<file path="config.mk">
export PLATFORM = sky130hd
export DESIGN_NAME = date_counter
export DESIGN_NICKNAME = d
export VERILOG_FILES = /design/src/rtl/date_counter.sv
export SDC_FILE = /design/constraint.sdc
export NUM_CORES = 1
export LEC_CHECK = 0
export ABC_AREA = 1
export CAP_MARGIN = 5
export CELL_PAD_IN_SITES_DETAIL_PLACEMENT = 1
export CELL_PAD_IN_SITES_GLOBAL_PLACEMENT = 2
export CORE_MARGIN = 1
export CORE_UTILIZATION = 28
export CTS_CLUSTER_DIAMETER = 40
export DETAILED_ROUTE_END_ITERATION = 10
export GPL_TIMING_DRIVEN = 0
export PLACE_DENSITY_LB_ADDON = 0.1
export SLEW_MARGIN = 30
export SYNTH_ARGS = -nofsm -noshare
export SYNTH_HDL_FRONTEND = slang
export SYNTH_SLANG_ARGS = --single-unit
</file>
<file path="constraint.sdc">
create_clock -name clk_1Hz -period 3.74 [get_ports clk_1Hz]
set_clock_uncertainty 0.15 [all_clocks]
set_input_delay 0.374 -clock clk_1Hz [delete_from_list [all_inputs] [get_ports clk_1Hz]]
set_output_delay 0.374 -clock clk_1Hz [all_outputs]
set_load 0.02 [all_outputs]
</file>
<file path="src/rtl/date_counter.sv">
// Calendar date counter for years 2000-2099. It advances on the time counter's midnight
// pulse, and it supports a switch-driven set mode and a preset to 2099-12-31.
module date_counter #(
  parameter int unsigned RST_YEAR  = 0,
  parameter int unsigned RST_MONTH = 1,
  parameter int unsigned RST_DAY   = 1
) (
  input  logic       clk_1Hz,
  input  logic       rst,
  input  logic       day_increment,
  input  logic       sw0,
  input  logic       sw4,
  input  logic       sw5,
  input  logic       sw6,
  input  logic       sw7,
  output logic [6:0] year,
  output logic [3:0] month,
  output logic [4:0] day,
  output logic       leap,
  output logic       year_wrap,
  output logic       led_4,
  output logic       led_5,
  output logic       led_6
);

  logic [6:0] year_q, year_d;
  logic [3:0] month_q, month_d;
  logic [4:0] day_q, day_d;
  logic       year_wrap_q, year_wrap_d;
  logic [2:0] led_q, led_d;

  logic [6:0] adj_year;
  logic [3:0] adj_month;
  logic [4:0] adj_dim;
  logic [4:0] adj_day;
  logic [4:0] cur_dim;

  // Every year in 2000-2099 that is divisible by 4 is a leap year, so only the low bits matter.
  function automatic logic [4:0] dim_of(input logic [3:0] m, input logic [6:0] y);
    logic [4:0] d;
    case (m)
      4'd4, 4'd6, 4'd9, 4'd11: d = 5'd30;
      4'd2:                    d = (y[1:0] == 2'd0) ? 5'd29 : 5'd28;
      default:                 d = 5'd31;
    endcase
    return d;
  endfunction

  // Set-mode datapath: year and month are adjusted first, and then day is adjusted against the new dim.
  always_comb begin
    cur_dim   = dim_of(month_q, year_q);
    adj_year  = year_q;
    adj_month = month_q;
    if (sw6) adj_year = (year_q == 7'd99) ? 7'd0 : year_q + 7'd1;
    if (sw5) adj_month = (month_q == 4'd12) ? 4'd1 : month_q + 4'd1;
    adj_dim = dim_of(adj_month, adj_year);
    adj_day = day_q;
    if (sw4) adj_day = (day_q >= adj_dim) ? 5'd1 : day_q + 5'd1;
    // Clamp so that a month or year change never leaves an impossible date
    if (adj_day > adj_dim) adj_day = adj_dim;
  end

  // Next-state selection with priority set mode > preset > normal count
  always_comb begin
    year_d      = year_q;
    month_d     = month_q;
    day_d       = day_q;
    year_wrap_d = 1'b0;
    led_d       = 3'b000;
    if (sw0) begin
      year_d  = adj_year;
      month_d = adj_month;
      day_d   = adj_day;
      led_d   = {sw6, sw5, sw4};
    end else if (sw7) begin
      year_d  = 7'd99;
      month_d = 4'd12;
      day_d   = 5'd31;
    end else if (day_increment) begin
      if (day_q < cur_dim) begin
        day_d = day_q + 5'd1;
      end else begin
        day_d = 5'd1;
        if (month_q == 4'd12) begin
          month_d = 4'd1;
          if (year_q == 7'd99) begin
            year_d      = 7'd0;
            year_wrap_d = 1'b1;
          end else begin
            year_d = year_q + 7'd1;
          end
        end else begin
          month_d = month_q + 4'd1;
        end
      end
    end
  end

  // State registers with synchronous active-high reset
  always_ff @(posedge clk_1Hz) begin
    if (rst) begin
      year_q      <= 7'(RST_YEAR);
      month_q     <= 4'(RST_MONTH);
      day_q       <= 5'(RST_DAY);
      year_wrap_q <= 1'b0;
      led_q       <= 3'b000;
    end else begin
      year_q      <= year_d;
      month_q     <= month_d;
      day_q       <= day_d;
      year_wrap_q <= year_wrap_d;
      led_q       <= led_d;
    end
  end

  // Output mapping
  always_comb begin
    year      = year_q;
    month     = month_q;
    day       = day_q;
    leap      = (year_q[1:0] == 2'd0);
    year_wrap = year_wrap_q;
    led_4     = led_q[0];
    led_5     = led_q[1];
    led_6     = led_q[2];
  end

endmodule

</file>
==> metrics <==
Final min period=3.48 ns; Vias/cell=4.76; Static Leak=1.06 nW; Die Width=79.5 µm; core box area=5640 µm²; Hold WC Path Type=primary input to flop; initial antenna violation count=0; Reg clk slew, reported paths=0.08 ns; fraction of layout cells with a size suffix above 1=20.9%; Netlist cell types=34; Final setup viols=0; worst ir drop on vdd=157 µV; Critical Path Start Type=flop; wire per inst=13.9 µm; CTS Buffer Depth=2; slew at the pin with the worst max-slew slack=0.463 ns; routability cong.=0.799; first-pass GRT wire length=8600 µm; H-tree levels=1; Reg2Reg Setup Slack=0.26 ns; area of the multi-input gates=1170 µm²; most common cell after layout, fill and taps aside=nand2_1; # clock sinks=20; Ports=29; crit share post-route=93.0%; Synth area leaders=dfxtp_1 (24%), nand2_1 (17%), ha_1 (8.9%); Area growth syn-to-layout=36.3%; post-synth top area cell=dfxtp_1; element type at the critical path end=flop; Yosys top cell area share=23.8%; CP max-delay cell=dfxtp_4; setup ws final=0.263 ns; Yosys warnings=0; CP max FO=4; Chip Height=79.5 µm; total grt overflow=0; clock latency at the later pin of the worst-skew pair=0.26 ns; Global Route Usage Sum=17.5%; Initial DRC Count=85; initial core utilization=29.8%; DRC violations left=0; pre-CTS setup slack=-0.445 ns; Cells after Synth=271; status=complete, no violations; CP max stage delay=0.36 ns; Slew HR=69.2%; diodes inserted=0; Arr. time, crit path=3.48 ns; Crit Path Category=flop to flop; max cap viols=0; Fmax achieved=288 MHz; Slew Viols, Final=0; Final Hold Vio Count=0; Die ar.=6320 µm²; via count=1845; row cnt=27; Seq. cell area=412 µm²; CTS tree=built; flops & latches, synth=20; drt pass-1 iters=4; maximum number of pins on one net before global-route repair=11; Syn Area/Cell=6.21 µm²; Num CTS Buffers=3; Layout fillers=734; Nets=338; final core occ=40.7%; register area share after synthesis=23.8%; pwr/cell area=310 nW/µm²; root buffer cell=clkbuf_8; placed wire-length estimate=4120 µm; vias in the first global route=1688; Detail Route Antenna Nets=0; IO Port Bufs=28; most frequent cells in the layout=nand2_1 (71), inv_1 (32), clkdlybuf4s50_1 (27); Syn Std Cell Area=1680 µm²; Required @ worst endpoint=3.74 ns; cell mode on critical path=nand2_1; syn nets=291; Routed WL=5370 µm
## power breakdown
group	internal [mW]	switching (mW)	total, mW
Combinational	0.128	0.179	0.306
Sequential	0.232	0.0252	0.257
Clock	0.0718	0.0756	0.147
Total	0.432	0.279	0.711
## state kept, by name, indices dropped and copies added, names as in the netlist
signal,count
year_wrap,1
year,7
month,4
day,5
led_q,3
## through the flow
stage | cells | hold WS [ns] | setup TNS, ns | area [µm²] | power [mW]
6_report | 388 | 0.381 | 0 | 2290 | 0.711
5_1_grt | 388 | 0.404 | -0.0929 | 2290 | 0.768
4_1_cts | 375 | 0.412 | 0 | 2120 | 0.696
3_5_place_dp | 371 | 0.403 | -0.813 | 2050 | 0.538
3_3_place_gp | 371 | 0.400 | -0.781 | 2050 | 0.534
2_1_floorplan | 271 | 0.286 | 0 | 1680 | 0.436
## path summary, 6_finish.rpt
kind                                            start               endpoint  depth (start not counted)
worst min register to register  month[1]$_SDFFE_PP0P_  month[1]$_SDFFE_PP0P_                          2
worst min-delay path                              sw5    led_q[1]$_SDFF_PP0_                          3
worst max register to register  month[0]$_SDFFE_PP1P_    day[0]$_SDFFE_PP1P_                         31
worst max-delay path            month[0]$_SDFFE_PP1P_    day[0]$_SDFFE_PP1P_                         31
## repair_timing
action                                 4_1_cts  5_1_grt
gates resized for setup                      9       22
hold buffers                                 0        0
endpoints found under the hold margin        0        0
setup endpoints to repair                    2        2
gates cloned                                 0        0
pin swaps                                    0       16
setup buffers                                1       13
## cells by family after synthesis
group           count (synthesis)  share of synthesized area (%)
compound gates                 46                           15.4
flops                          20                           23.8
buf+inv                        44                           11.0
fa+ha+maj                      12                           8.92
xor+xnor                        3                           1.56
simple gates                  146                           39.3
## synth_stat cells
cell / number
nand2_2: 5
o21a_1: 1
a21oi_1: 14
xor2_1: 2
nand2_1: 78
clkbuf_1: 1
nand3b_1: 1
nor3b_2: 1
buf_4: 2
o21ai_1: 2
clkinv_1: 2
nor2_1: 26
a21oi_2: 3
nand4_1: 4
o21ai_0: 21
a22o_1: 1
nand2_4: 1
nand3_1: 23
or2_2: 1
nand2_8: 1
inv_1: 34
inv_2: 3
xnor2_1: 1
dfxtp_1: 20
nand3_2: 2
nor3_1: 1
nor2_4: 1
ha_1: 12
inv_6: 1
o21ai_2: 2
o22ai_1: 1
buf_6: 1
o211ai_1: 1
nor2_2: 1
## worst max-delay path, delay by kind of cell (launching register included)
kind	cells	cell delay, ns
buf+inv	6	0.40
compound gates	1	0.17
fa+ha+maj	3	0.71
simple gates	21	1.53
flops	1	0.36
## routing by layer
metal | up-vias | wire length, µm | global-route usage, %
li1 | 964 | - | -
met1 | 847 | 2690 | 24.2
met2 | 32 | 2490 | 29.4
met3 | 2 | 176 | 2.51
met4 | 0 | 24 | 2.18
met5 | - | 0 | 0
## layout make-up
type	count	area share [%]
Multi-Input combinational cell	207	51.2
Sequential cell	20	17.9
Timing Repair Buffer	42	16.9
Inverter	40	6.93
Tap cell	72	3.93
Clock buffer	3	1.80
Buffer	4	1.31
Power figures use the tool's default switching activity.
